--- src/rtl/trace_capture_ctrl.sv ---
// Capture sequencer for the trace sniffer.
// Arms on command and waits for a trigger: a match-rule hit or a rising edge
// on the M3 soft trigger. It then gates a programmable number of trace words
// into the capture FIFO, stretches a trigger pulse for the scope and reports
// status back to the register block. Everything runs in the trace clock domain.

module trace_capture_ctrl #(
   parameter int pMATCH_RULES = 8,
   parameter int pDATA_WIDTH  = 8,
   parameter int pCNT_WIDTH   = 16,
   parameter int pTRIG_WIDTH  = 4
) (
   input  logic                    trace_clk,
   input  logic                    resetn,
   input  logic                    I_arm,
   input  logic                    I_abort,
   input  logic                    I_clear,
   input  logic                    I_trig_src,
   input  logic [pMATCH_RULES-1:0] I_match_en,
   input  logic [pMATCH_RULES-1:0] I_match_hit,
   input  logic                    m3_trig,
   input  logic [pCNT_WIDTH-1:0]   I_capture_len,
   input  logic [pDATA_WIDTH-1:0]  I_word,
   input  logic                    I_word_valid,
   input  logic                    I_fifo_full,
   output logic                    O_fifo_wr,
   output logic [pDATA_WIDTH-1:0]  O_fifo_data,
   output logic                    O_trace_trig_out,
   output logic                    O_armed,
   output logic                    O_capturing,
   output logic                    O_done,
   output logic                    O_overflow,
   output logic [pCNT_WIDTH-1:0]   O_word_count
);

   // The pulse counter must hold the value pTRIG_WIDTH itself.
   localparam int PULSE_W = $clog2(pTRIG_WIDTH + 1);
   localparam logic [PULSE_W-1:0]    PULSE_LOAD = PULSE_W'(pTRIG_WIDTH);
   localparam logic [PULSE_W-1:0]    PULSE_ONE  = PULSE_W'(1);
   localparam logic [pCNT_WIDTH-1:0] CNT_MAX    = '1;
   localparam logic [pCNT_WIDTH-1:0] CNT_ONE    = pCNT_WIDTH'(1);

   typedef enum logic [1:0] {
      ST_IDLE,
      ST_ARMED,
      ST_CAPTURE,
      ST_DONE
   } state_t;

   state_t state;
   state_t next_state;

   logic                   m3_trig_q;
   logic [PULSE_W-1:0]     pulse_cnt;

   logic                   match_event;
   logic                   m3_event;
   logic                   trig_event;
   logic                   fire;
   logic                   capture_cycle;
   logic                   accept;
   logic                   drop;
   logic                   len_limited;
   logic                   last_word;
   logic                   clear_stats;
   logic [pCNT_WIDTH-1:0]  count_inc;

   // Trigger qualification and capture-datapath decisions for this cycle.
   // The trigger cycle itself is a capture cycle, so the word presented
   // alongside the trigger becomes the first word in the FIFO. When a limit
   // is programmed, the write that reaches it ends the capture, even if that
   // write happens in the trigger cycle.
   always_comb begin
      match_event   = |(I_match_hit & I_match_en);
      m3_event      = m3_trig & ~m3_trig_q;
      trig_event    = I_trig_src ? m3_event : match_event;
      fire          = (state == ST_ARMED) & ~I_abort & trig_event;
      capture_cycle = (state == ST_CAPTURE) | fire;
      accept        = capture_cycle & I_word_valid & ~I_fifo_full;
      drop          = capture_cycle & I_word_valid & I_fifo_full;
      count_inc     = O_word_count + CNT_ONE;
      len_limited   = (I_capture_len != '0);
      last_word     = accept & len_limited & (count_inc == I_capture_len);
      clear_stats   = I_arm & ((state == ST_IDLE) |
                               ((state == ST_DONE) & ~I_clear));
   end

   // Next-state logic. Abort beats a trigger in ARMED, and clear beats
   // arm in DONE. Arm requests in ARMED or CAPTURE are ignored.
   always_comb begin
      next_state = state;
      case (state)
         ST_IDLE: begin
            if (I_arm) begin
               next_state = ST_ARMED;
            end
         end
         ST_ARMED: begin
            if (I_abort) begin
               next_state = ST_IDLE;
            end else if (trig_event) begin
               next_state = last_word ? ST_DONE : ST_CAPTURE;
            end
         end
         ST_CAPTURE: begin
            if (I_abort || last_word) begin
               next_state = ST_DONE;
            end
         end
         ST_DONE: begin
            if (I_clear) begin
               next_state = ST_IDLE;
            end else if (I_arm) begin
               next_state = ST_ARMED;
            end
         end
         default: begin
            next_state = ST_IDLE;
         end
      endcase
   end

   // State register. The status outputs are registered decodes of the
   // next state, so they line up exactly with the state register.
   always_ff @(posedge trace_clk or negedge resetn) begin
      if (!resetn) begin
         state       <= ST_IDLE;
         O_armed     <= 1'b0;
         O_capturing <= 1'b0;
         O_done      <= 1'b0;
      end else begin
         state       <= next_state;
         O_armed     <= (next_state == ST_ARMED);
         O_capturing <= (next_state == ST_CAPTURE);
         O_done      <= (next_state == ST_DONE);
      end
   end

   // The M3 trigger level is sampled every cycle in every state, so a level
   // that is already high when arming never looks like a fresh edge.
   always_ff @(posedge trace_clk or negedge resetn) begin
      if (!resetn) begin
         m3_trig_q <= 1'b0;
      end else begin
         m3_trig_q <= m3_trig;
      end
   end

   // FIFO write port, word counter and sticky overflow. A full FIFO drops the
   // word without ending the capture. The counter saturates at all-ones so an
   // unlimited capture never wraps. Arming clears the statistics; clear keeps
   // them for readback.
   always_ff @(posedge trace_clk or negedge resetn) begin
      if (!resetn) begin
         O_fifo_wr    <= 1'b0;
         O_fifo_data  <= '0;
         O_word_count <= '0;
         O_overflow   <= 1'b0;
      end else begin
         O_fifo_wr <= accept;
         if (accept) begin
            O_fifo_data <= I_word;
         end
         if (clear_stats) begin
            O_word_count <= '0;
         end else if (accept && (O_word_count != CNT_MAX)) begin
            O_word_count <= count_inc;
         end
         if (clear_stats) begin
            O_overflow <= 1'b0;
         end else if (drop) begin
            O_overflow <= 1'b1;
         end
      end
   end

   // Stretched scope trigger. The pulse starts the cycle after the trigger
   // and lasts pTRIG_WIDTH cycles. A new trigger reloads the counter, and a
   // running pulse finishes even after the state has left CAPTURE.
   always_ff @(posedge trace_clk or negedge resetn) begin
      if (!resetn) begin
         pulse_cnt        <= '0;
         O_trace_trig_out <= 1'b0;
      end else if (fire) begin
         pulse_cnt        <= PULSE_LOAD;
         O_trace_trig_out <= 1'b1;
      end else if (pulse_cnt != '0) begin
         pulse_cnt        <= pulse_cnt - PULSE_ONE;
         O_trace_trig_out <= (pulse_cnt > PULSE_ONE);
      end else begin
         O_trace_trig_out <= 1'b0;
      end
   end

endmodule
--- config.mk ---
export PLATFORM = sky130hd
export DESIGN_NAME = trace_capture_ctrl
export DESIGN_NICKNAME = d
export VERILOG_FILES = /design/src/rtl/trace_capture_ctrl.sv
export SDC_FILE = /design/constraint.sdc
export NUM_CORES = 1
export LEC_CHECK = 0
export ABC_AREA = 0
export CAP_MARGIN = 10
export CORE_MARGIN = 1
export CORE_UTILIZATION = 46
export DETAILED_ROUTE_END_ITERATION = 6
export HOLD_SLACK_MARGIN = 0.15
export PLACE_DENSITY = 0.9
export SYNTH_ARGS = -nofsm -noshare
export SYNTH_HDL_FRONTEND = slang
export SYNTH_SLANG_ARGS = --single-unit
--- constraint.sdc ---
create_clock -name trace_clk -period 3 [get_ports trace_clk]
set_clock_uncertainty 0.15 [all_clocks]
set_input_delay 0.6 -clock trace_clk [delete_from_list [all_inputs] [get_ports trace_clk]]
set_output_delay 0.6 -clock trace_clk [all_outputs]
set_load 0.03 [all_outputs]
==> results.json, run 1 <==
{
  "layout_min_cycle_time_ns": 2.73,
  "total_number_of_h_tree_levels": 2,
  "timing.hold.worst.class": "reg2reg",
  "clock_power_share_pct": 19.9,
  "mapped_cell_area_um2": 2320,
  "cts_buffers": 5,
  "critical_path.endpoint_type": "flop",
  "nNetsFinal": 386,
  "cp-start-kind": "flop",
  "leakage_nw": 1.33,
  "power-per-cell-area_nw_per_um2": 638,
  "route.detailed.wl_per_inst_um": 15.2,
  "cts_setup_buffers": 0,
  "achievable-frequency_mhz": 366,
  "finalSetupViolCount": 0,
  "ff2ff_setup_slack_ns": 0.27,
  "grt_setup_unrepaired": "no",
  "worst_skew_pair.late_latency_ns": 0.29,
  "finalHoldViolCount": 0,
  "r2r.worst_path.cells": 7,
  "worst_hold_end": "O_fifo_data[3]$_DFFE_PN0P_",
  "status": "finished, final reports clean",
  "layout.filler_cells": 367,
  "post-route-period-util_pct": 91.1,
  "gp_routability_congestion": 0.856,
  "cts_sinks": 36,
  "detail_placement_hpwl_um": 4730,
  "synth_top_flop_cell": "dfrtp_1",
  "arrival_ns": 2.76,
  "seq_area_frac_synth_pct": 38.8,
  "maxCapViolations": 0,
  "ctsHoldBuffers": 0,
  "synth-seq-cells": 36,
  "synth_enable_flop_cells": 0,
  "antenna_cells": 0,
  "drt_iter0_drc": 204,
  "share_seq_of_total_power_pct": 33.3,
  "global_route.overflow_total": 0,
  "wirelength_um": 6100,
  "power.ir.vdd_worst_mv": 0.819,
  "grt_start_max_net_pins": 37,
  "dieWidth_um": 73.1,
  "post_cts.resized_instances": 0,
  "cp.required_ns": 3.03,
  "grt_pass1_vias": 2194,
  "cts.path.max_buffers": 2,
  "worst_hold_startpoint": "O_fifo_data[3]$_DFFE_PN0P_",
  "die_height_um": 73.1,
  "antenna_found_initial": 0,
  "placementRows": 25,
  "worstHoldPathCells": 1,
  "setup-tns-final_ns": 0,
  "place_ws_ns": 0.126,
  "die_area_um2": 5340,
  "mappedNetlistNets": 301,
  "switchingPower_mw": 0.795,
  "clkSlewWorstSetupHoldPaths_ns": 0.07,
  "routed-via-count": 2307,
  "grt_util_all_layers_pct": 24.6,
  "max_slew_margin_pct": 61.2,
  "yosysUniqueCellTypes": 54,
  "core_um2": 4790,
  "synthToLayoutAreaGrowth_pct": 43.3,
  "tritoncts": "yes",
  "asr_flop_ratio_synth_pct": 100,
  "final_antenna_net_count": 0,
  "drcViolationCount": 0,
  "cellInternalPower_mw": 1.33,
  "yosysWarningCount": 0,
  "postSynthAreaPerCell_um2": 9.37,
  "worstPathMaxFanout": 5,
  "rr_endpoint": "O_capturing$_DFF_PN0_",
  "ratio_of_cells_with_drive_above_1_in_the_final_layout_pct": 11.4,
  "worstMarginPinSlew_ns": 0.577,
  "part_of_the_total_power_dissipated_in_combinational_logic_pct": 46.8,
  "criticalPathCategory": "reg2reg",
  "clock-root-buffer": "clkbuf_8",
  "grt_first_pass_wirelength_um": 9830,
  "initial_core_util_pct": 48.5,
  "crit-reg2reg-launch": "O_word_count[1]$_DFFE_PN0P_",
  "floorplan.io_pins": 79,
  "drt_pre_antenna_iters": 4,
  "maxSlewViolCount": 0,
  "vias_per_cell": 5.75,
  "synth_cells": 248,
  "portBuffers": 78,
  "setup_ws_ns": 0.267,
  "power.share.switching_pct": 37.4
}
[kinds of logic (layout without fill, tap and decap cells)]
group                    count (synthesis)  after routing  synth area share, %
multiplexers                            11             11                 5.17
buffers and inverters                   19            105                 3.39
XOR/XNOR                                21             21                 7.92
flip-flops                              36             36                 38.8
AND/OR/NAND/NOR                         97             97                 25.5
AO/OA/AOI/OAI                           60             60                 17.1
adder cells (fa/ha/maj)                  4              4                 2.15
[worst max-delay path: stages, from the launching register on]
cell and delay, ns:
dfrtp_1 0.47, ha_1 0.30, nand3_1 0.21, nor4_1 0.40
xnor2_1 0.16, o211ai_1 0.14, or4_4 0.59, and3_1 0.20
[layout by cell type (no fill, tap or decap), drive strengths merged, types with 6 or more instances in the layout]
master and count:
clkdlybuf4s50 78, dfrtp 36, nand2 17, a21oi 14
o21ai 13, xor2 11, buf 11, nand3 11
xnor2 10, nor2 10, inv 8, mux2 8
nor4 8, nand4 7, nor3 7, nand2b 6
or3 6, a31oi 6, and3 6, clkbuf 6
[stage by stage]
| stage | instance area, µm² | util, % | total power, mW | instances | hold WS [ns] |
|---|---|---|---|---|---|
| after floorplan | 2320 | - | 1.31 | 248 | 0.154 |
| after global placement | 3220 | 67.3 | 1.67 | 393 | 0.339 |
| after detailed placement | 3220 | 67.3 | 1.71 | 393 | 0.339 |
| after CTS | 3330 | 69.6 | 2.14 | 401 | 0.362 |
| after global routing | 3330 | 69.6 | 2.26 | 401 | 0.373 |
| final | 3330 | 69.6 | 2.13 | 401 | 0.359 |
[how the worst max path moves through the flow]
| stage | from | endpoint | cells after the start |
|---|---|---|---|
| 2_1_floorplan | O_word_count[0]$_DFFE_PN0P_ | O_capturing$_DFF_PN0_ | 7 |
| 3_3_place_gp | I_capture_len[1] | O_capturing$_DFF_PN0_ | 7 |
| 3_5_place_dp | I_abort | O_capturing$_DFF_PN0_ | 7 |
| 4_1_cts | O_word_count[1]$_DFFE_PN0P_ | O_capturing$_DFF_PN0_ | 7 |
| 5_1_grt | O_word_count[1]$_DFFE_PN0P_ | O_capturing$_DFF_PN0_ | 7 |
| 6_report | O_word_count[1]$_DFFE_PN0P_ | O_capturing$_DFF_PN0_ | 7 |
[per-layer routing]
metal	up-vias	GRT usage [%]	wire length [µm]
met3	19	8.01	605
met1	1084	30.2	2460
met5	-	0	0
li1	1096	-	-
met4	0	12.0	158
met2	108	38.9	2880
[final cells by class]
cell class / instances / area [µm²] / area share [%]
clock inverters: 2 / 35.0 / 1.05
multi-input cells: 193 / 1340 / 40.4
flip-flops and latches: 36 / 901 / 27.1
clock buffers: 6 / 72.6 / 2.18
repair buffers: 89 / 863 / 25.9
inverters: 8 / 30.0 / 0.902
well taps: 67 / 83.8 / 2.52
[synthesized netlist by cell type (all sizes together), types with 3 or more instances]
| cell | n | area [µm²] |
|---|---|---|
| a211oi | 4 | 30.0 |
| a21oi | 14 | 70.1 |
| a22oi | 4 | 30.0 |
| a31oi | 6 | 37.5 |
| and2 | 3 | 18.8 |
| and3 | 6 | 38.8 |
| buf | 6 | 30.0 |
| clkbuf | 5 | 18.8 |
| dfrtp | 36 | 901 |
| ha | 4 | 50.1 |
| inv | 8 | 30.0 |
| mux2 | 8 | 90.1 |
| mux2i | 3 | 30.0 |
| nand2 | 17 | 63.8 |
| nand2b | 6 | 37.5 |
| nand3 | 11 | 77.6 |
| nand4 | 7 | 43.8 |
| nor2 | 10 | 40.0 |
| nor2b | 3 | 18.8 |
| nor3 | 7 | 35.0 |
| nor3b | 4 | 35.0 |
| nor4 | 8 | 65.1 |
| o21ai | 13 | 65.1 |
| or3 | 6 | 37.5 |
| xnor2 | 10 | 87.6 |
| xor2 | 11 | 96.3 |
[registers in the layout, indices dropped and copies added, names as in the netlist]
| signal | flops |
|---|---|
| state | 2 |
| O_overflow | 1 |
| O_trace_trig_out | 1 |
| m3_trig_q | 1 |
| O_word_count | 16 |
| O_fifo_data | 8 |
| pulse_cnt | 3 |
| O_armed | 1 |
| O_done | 1 |
| O_fifo_wr | 1 |
| O_capturing | 1 |
[power groups by stage]
stage          Sequential, mW  Clock, mW  Combinational [mW]
6_report                0.707      0.424               0.995
5_1_grt                 0.723      0.459                1.07
4_1_cts                 0.708      0.431               0.997
3_5_place_dp            0.718          0               0.990
3_3_place_gp            0.710          0               0.965
2_1_floorplan           0.895          0               0.418
Power figures use the tool's default switching activity.
==> run 2: changes to the inputs <==
--- a/config.mk
+++ b/config.mk
@@ -8,10 +8,12 @@
 export ABC_AREA = 0
 export CAP_MARGIN = 10
 export CORE_MARGIN = 1
-export CORE_UTILIZATION = 46
+export CORE_UTILIZATION = 50
 export DETAILED_ROUTE_END_ITERATION = 6
+export DONT_BUFFER_PORTS = 1
 export HOLD_SLACK_MARGIN = 0.15
-export PLACE_DENSITY = 0.9
+export PLACE_DENSITY = 0.74
+export RECOVER_POWER = 100
 export SYNTH_ARGS = -nofsm -noshare
 export SYNTH_HDL_FRONTEND = slang
 export SYNTH_SLANG_ARGS = --single-unit
==> results.json, run 2 (synthesis results as in run 1) <==
{
  "antenna_found_initial": 0,
  "timing.hold.ws_ns": 0.186,
  "routed-via-count": 1949,
  "synthToLayoutAreaGrowth_pct": 9.10,
  "cts_buffers": 5,
  "leakage_nw": 1.03,
  "placementRows": 24,
  "antenna_cells": 0,
  "grt_setup_unrepaired": "no",
  "core_um2": 4410,
  "nNetsFinal": 312,
  "critical-path-slowest-cell": "dfrtp_1",
  "layout_min_cycle_time_ns": 2.70,
  "timing.hold.worst.class": "in2reg",
  "route.detailed.wl_per_inst_um": 17.2,
  "grt_pass1_vias": 1886,
  "violations_in_the_final_reports": "capacitance limit, slew limit",
  "clkSlewWorstSetupHoldPaths_ns": 0.08,
  "grt_first_pass_wirelength_um": 8960,
  "dp.cells": 302,
  "critical_path.endpoint_type": "flop",
  "wirelength_um": 5370,
  "cp.required_ns": 3.04,
  "cp-start-kind": "flop",
  "floorplan.io_pins": 79,
  "global_route.overflow_total": 0,
  "detail_placement_hpwl_um": 4050,
  "die_height_um": 70.2,
  "achievable-frequency_mhz": 370,
  "vias_per_cell": 6.25,
  "cts_setup_buffers": 0,
  "slowest_delay_ns": 0.65,
  "detailed_place.area_um2": 2440,
  "cp_top_family": "simple AND/OR/NAND/NOR gates",
  "grt_util_all_layers_pct": 23.4,
  "tritoncts": "yes",
  "worst_skew_pair.late_latency_ns": 0.29,
  "total_number_of_h_tree_levels": 2,
  "max_flop_register": "O_word_count",
  "clock-root-buffer": "clkbuf_8",
  "reg_top3": "O_word_count (16), O_fifo_data (8), pulse_cnt (3)",
  "post-route-period-util_pct": 90.2,
  "final_cell_area_um2": 2530,
  "gp_routability_congestion": 0.885,
  "ratio_of_cells_with_drive_above_1_in_the_final_layout_pct": 12.3,
  "max_slew_margin_pct": -8.14,
  "dieWidth_um": 70.2,
  "maxSlewViolCount": 37,
  "arrival_ns": 2.74,
  "power-per-cell-area_nw_per_um2": 738,
  "most-common-layout-cells": "36 x dfrtp_1, 17 x nand2_1, 14 x a21oi_1, 13 x o21ai_0, 11 x xor2_1",
  "initial_core_util_pct": 52.6,
  "worstMarginPinSlew_ns": 1.62,
  "finalHoldViolCount": 0,
  "layout_commonest_cell": "dfrtp_1",
  "finalSetupViolCount": 0,
  "worstPathMaxFanout": 8,
  "maxCapViolations": 1,
  "final_cells": 312,
  "cts.path.max_buffers": 2,
  "drcViolationCount": 0,
  "final_antenna_net_count": 0,
  "portBuffers": 0,
  "drt_pre_antenna_iters": 4,
  "setup-tns-final_ns": 0,
  "cts_sinks": 36,
  "die_area_um2": 4920,
  "power.ir.vdd_worst_mv": 0.641,
  "grt_start_max_net_pins": 37,
  "status": "complete, but fails checks",
  "drt_iter0_drc": 151,
  "critical_path.cell_chain": "nand3_1 > nor4_1 > xnor2_1 > o211ai_1 > or4_1 > and3_1",
  "critical_path.n_buffers_inverters": 0,
  "largest_register_ff_count": 16,
  "criticalPathCategory": "reg2reg"
}
-- run 2: timing repair --
action                                 4_1_cts  5_1_grt
hold buffers                                 2        0
gates resized for setup                      0        0
endpoints found under the hold margin       36        0
-- run 2: power by group --
group	internal (mW)	switching (mW)	leakage, nW
clock network	0.246	0.183	0.0541
logic	0.249	0.302	0.506
registers	0.616	0.274	0.468
total	1.11	0.759	1.03
-- run 2: final timing paths --
| path | slack, ns | from | cells after the start | endpoint |
|---|---|---|---|---|
| worst max-delay path | 0.30 | O_word_count[3]$_DFFE_PN0P_ | 6 | O_capturing$_DFF_PN0_ |
| worst min register to register | 0.37 | pulse_cnt[2]$_DFFE_PN0P_ | 1 | O_trace_trig_out$_DFF_PN0_ |
| max in group asynchronous | 0.54 | resetn | 2 | O_fifo_data[1]$_DFFE_PN0P_ |
| worst min-delay path | 0.19 | m3_trig | 0 | m3_trig_q$_DFF_PN0_ |
| worst max register to register | 0.30 | O_word_count[3]$_DFFE_PN0P_ | 6 | O_capturing$_DFF_PN0_ |
| min in group asynchronous | 1.21 | resetn | 2 | O_word_count[6]$_DFFE_PN0P_ |
-- run 2: per-stage QoR --
stage	worst slack (ns)	power [mW]	util, %
detailed placement	0.368	1.44	55.2
CTS	0.357	1.90	58.4
global route	0.136	1.99	57.4
finish	0.295	1.87	57.4
floorplan	0.294	1.31	-
global placement	0.401	1.43	55.2
-- run 2: layout make-up --
class	instances	area [µm²]
Clock inverter	3	42.5
Tap cell	52	65.1
Multi-Input combinational cell	193	1340
Inverter	8	30.0
Timing Repair Buffer	15	87.6
Clock buffer	5	68.8
Fill cell	392	1880
Sequential cell	36	901
-- run 2: per-layer routing --
layer  GRT usage, %  vias to the layer above  share of wire [%]
met4           7.11                        0                1.9
met3           6.64                       10                6.8
met2           36.5                       63                 46
li1               -                      946                  -
met5              0                        -                  0
met1           31.6                      930                 45
==> run 3: changes to the inputs <==
--- a/config.mk
+++ b/config.mk
@@ -12,8 +12,10 @@
 export DETAILED_ROUTE_END_ITERATION = 6
 export DONT_BUFFER_PORTS = 1
 export HOLD_SLACK_MARGIN = 0.15
+export MAX_ROUTING_LAYER = met4
 export PLACE_DENSITY = 0.74
 export RECOVER_POWER = 100
 export SYNTH_ARGS = -nofsm -noshare
 export SYNTH_HDL_FRONTEND = slang
 export SYNTH_SLANG_ARGS = --single-unit
+export TNS_END_PERCENT = 1
==> results.json, run 3 (synthesis results as in run 1) <==
{
  "violations_in_the_final_reports": "capacitance limit, slew limit",
  "critical_path.endpoint_type": "flop",
  "cp-start-kind": "flop",
  "largest_register_ff_count": 16,
  "initial_core_util_pct": 52.6,
  "arrival_ns": 2.75,
  "wirelength_um": 5330,
  "worstMarginPinSlew_ns": 1.62,
  "grt_util_all_layers_pct": 24.1,
  "grt_first_pass_wirelength_um": 8970,
  "total_number_of_h_tree_levels": 2,
  "portBuffers": 0,
  "criticalPathCategory": "reg2reg",
  "placementRows": 24,
  "r2r.worst_path.cells": 6,
  "power-per-cell-area_nw_per_um2": 737,
  "crit-reg2reg-launch": "O_word_count[3]$_DFFE_PN0P_",
  "worst_hold_end": "m3_trig_q$_DFF_PN0_",
  "final_antenna_net_count": 0,
  "layout.filler_cells": 392,
  "cts_buffers": 5,
  "gp_routability_congestion": 0.900,
  "tritoncts": "yes",
  "worst_hold_startpoint": "m3_trig",
  "most-common-layout-cells": "36 x dfrtp_1, 17 x nand2_1, 14 x a21oi_1, 13 x o21ai_0, 11 x xor2_1",
  "worstHoldPathCells": 0,
  "drcViolationCount": 0,
  "core_um2": 4410,
  "synthToLayoutAreaGrowth_pct": 9.10,
  "leakage_nw": 1.03,
  "global_route.overflow_total": 0,
  "cts_sinks": 36,
  "reg_top3": "O_word_count (16), O_fifo_data (8), pulse_cnt (3)",
  "drt_pre_antenna_iters": 4,
  "setup-tns-final_ns": 0,
  "worst_skew_pair.late_latency_ns": 0.29,
  "worstPathMaxFanout": 9,
  "ratio_of_cells_with_drive_above_1_in_the_final_layout_pct": 12.3,
  "finalSetupViolCount": 0,
  "layout_min_cycle_time_ns": 2.71,
  "routed-via-count": 1946,
  "clkSlewWorstSetupHoldPaths_ns": 0.08,
  "grt_start_max_net_pins": 37,
  "floorplan.io_pins": 79,
  "detail_placement_hpwl_um": 4050,
  "antenna_cells": 0,
  "ff2ff_setup_slack_ns": 0.29,
  "cp.required_ns": 3.04,
  "die_area_um2": 4920,
  "max_slew_margin_pct": -8.08,
  "finalHoldViolCount": 0,
  "route.detailed.wl_per_inst_um": 17.1,
  "timing.hold.worst.class": "in2reg",
  "status": "complete, but fails checks",
  "maxSlewViolCount": 37,
  "nNetsFinal": 312,
  "slowest_delay_ns": 0.65,
  "clock-root-buffer": "clkbuf_8",
  "p_total_mw": 1.87,
  "achievable-frequency_mhz": 369,
  "grt_pass1_vias": 1886,
  "critical-path-slowest-cell": "dfrtp_1",
  "critical_path.cell_chain": "nand3_1 > nor2_2 > xnor2_1 > nand4_1 > or4_1 > and3_1",
  "cts.path.max_buffers": 2,
  "maxCapViolations": 1,
  "max_flop_register": "O_word_count",
  "post-route-period-util_pct": 90.4,
  "grt_setup_unrepaired": "no",
  "dieWidth_um": 70.2,
  "die_height_um": 70.2,
  "vias_per_cell": 6.24,
  "power.ir.vdd_worst_mv": 0.640,
  "layout_commonest_cell": "dfrtp_1",
  "post_cts.resized_instances": 0,
  "rr_endpoint": "O_capturing$_DFF_PN0_",
  "antenna_found_initial": 0,
  "drt_iter0_drc": 108
}
-- run 3: cell counts in the layout (fill, tap and decap cells not counted) --
No cell type changed its count.
-- run 3: area by class of cell --
cell class	instances	area, µm²	area share, %
sequential	36	901	35.5
tap	52	65.1	2.57
inverter	8	30.0	1.18
clock buffer	5	68.8	2.71
timing repair buffer	15	87.6	3.46
multi-input combinational	193	1340	52.9
clock inverter	3	42.5	1.68
-- run 3: layer usage --
metal / track usage [%] / part of all wire (%)
met5: - / 0
met4: 7.11 / 1.6
met1: 31.8 / 43
met3: 6.64 / 8.7
met2: 36.4 / 46
-- run 3: how the worst max path moves through the flow --
stage,startpoint,end,slack (ns),cells after the start
floorplan,O_word_count[0]$_DFFE_PN0P_,O_capturing$_DFF_PN0_,0.29,7
global placement,O_word_count[3]$_DFFE_PN0P_,O_capturing$_DFF_PN0_,0.40,6
detailed placement,O_word_count[3]$_DFFE_PN0P_,O_capturing$_DFF_PN0_,0.37,6
CTS,O_word_count[3]$_DFFE_PN0P_,O_capturing$_DFF_PN0_,0.36,6
global route,O_word_count[3]$_DFFE_PN0P_,O_word_count[5]$_DFFE_PN0P_,0.14,7
finish,O_word_count[3]$_DFFE_PN0P_,O_capturing$_DFF_PN0_,0.29,6
-- run 3: what timing repair did --
item | in CTS | in global routing
hold endpoints to repair | 36 | 0
setup buffers | 0 | 0
hold buffers | 2 | 0
-- run 3: stage by stage --
stage / area [µm²] / hold slack [ns] / setup slack, ns / std cells / util, %
floorplan: 2320 / 0.154 / 0.294 / 248 / -
global placement: 2440 / 0.155 / 0.401 / 302 / 55.2
detailed placement: 2440 / 0.155 / 0.368 / 302 / 55.2
CTS: 2580 / 0.176 / 0.357 / 312 / 58.4
global route: 2530 / 0.166 / 0.136 / 312 / 57.4
finish: 2530 / 0.186 / 0.289 / 312 / 57.4
-- run 3: worst max-delay path, delay by kind of cell, from the launching register on --
kind          cells  cell delay [ns]
xor+xnor          1             0.16
simple gates      5             1.65
flops             1             0.65
-- run 3: where the power goes --
part           internal [mW]  switching, mW  total, mW  leakage, nW
Clock                  0.246          0.182      0.428       0.0541
Combinational          0.249          0.302      0.551        0.506
Sequential             0.616          0.274      0.890        0.468
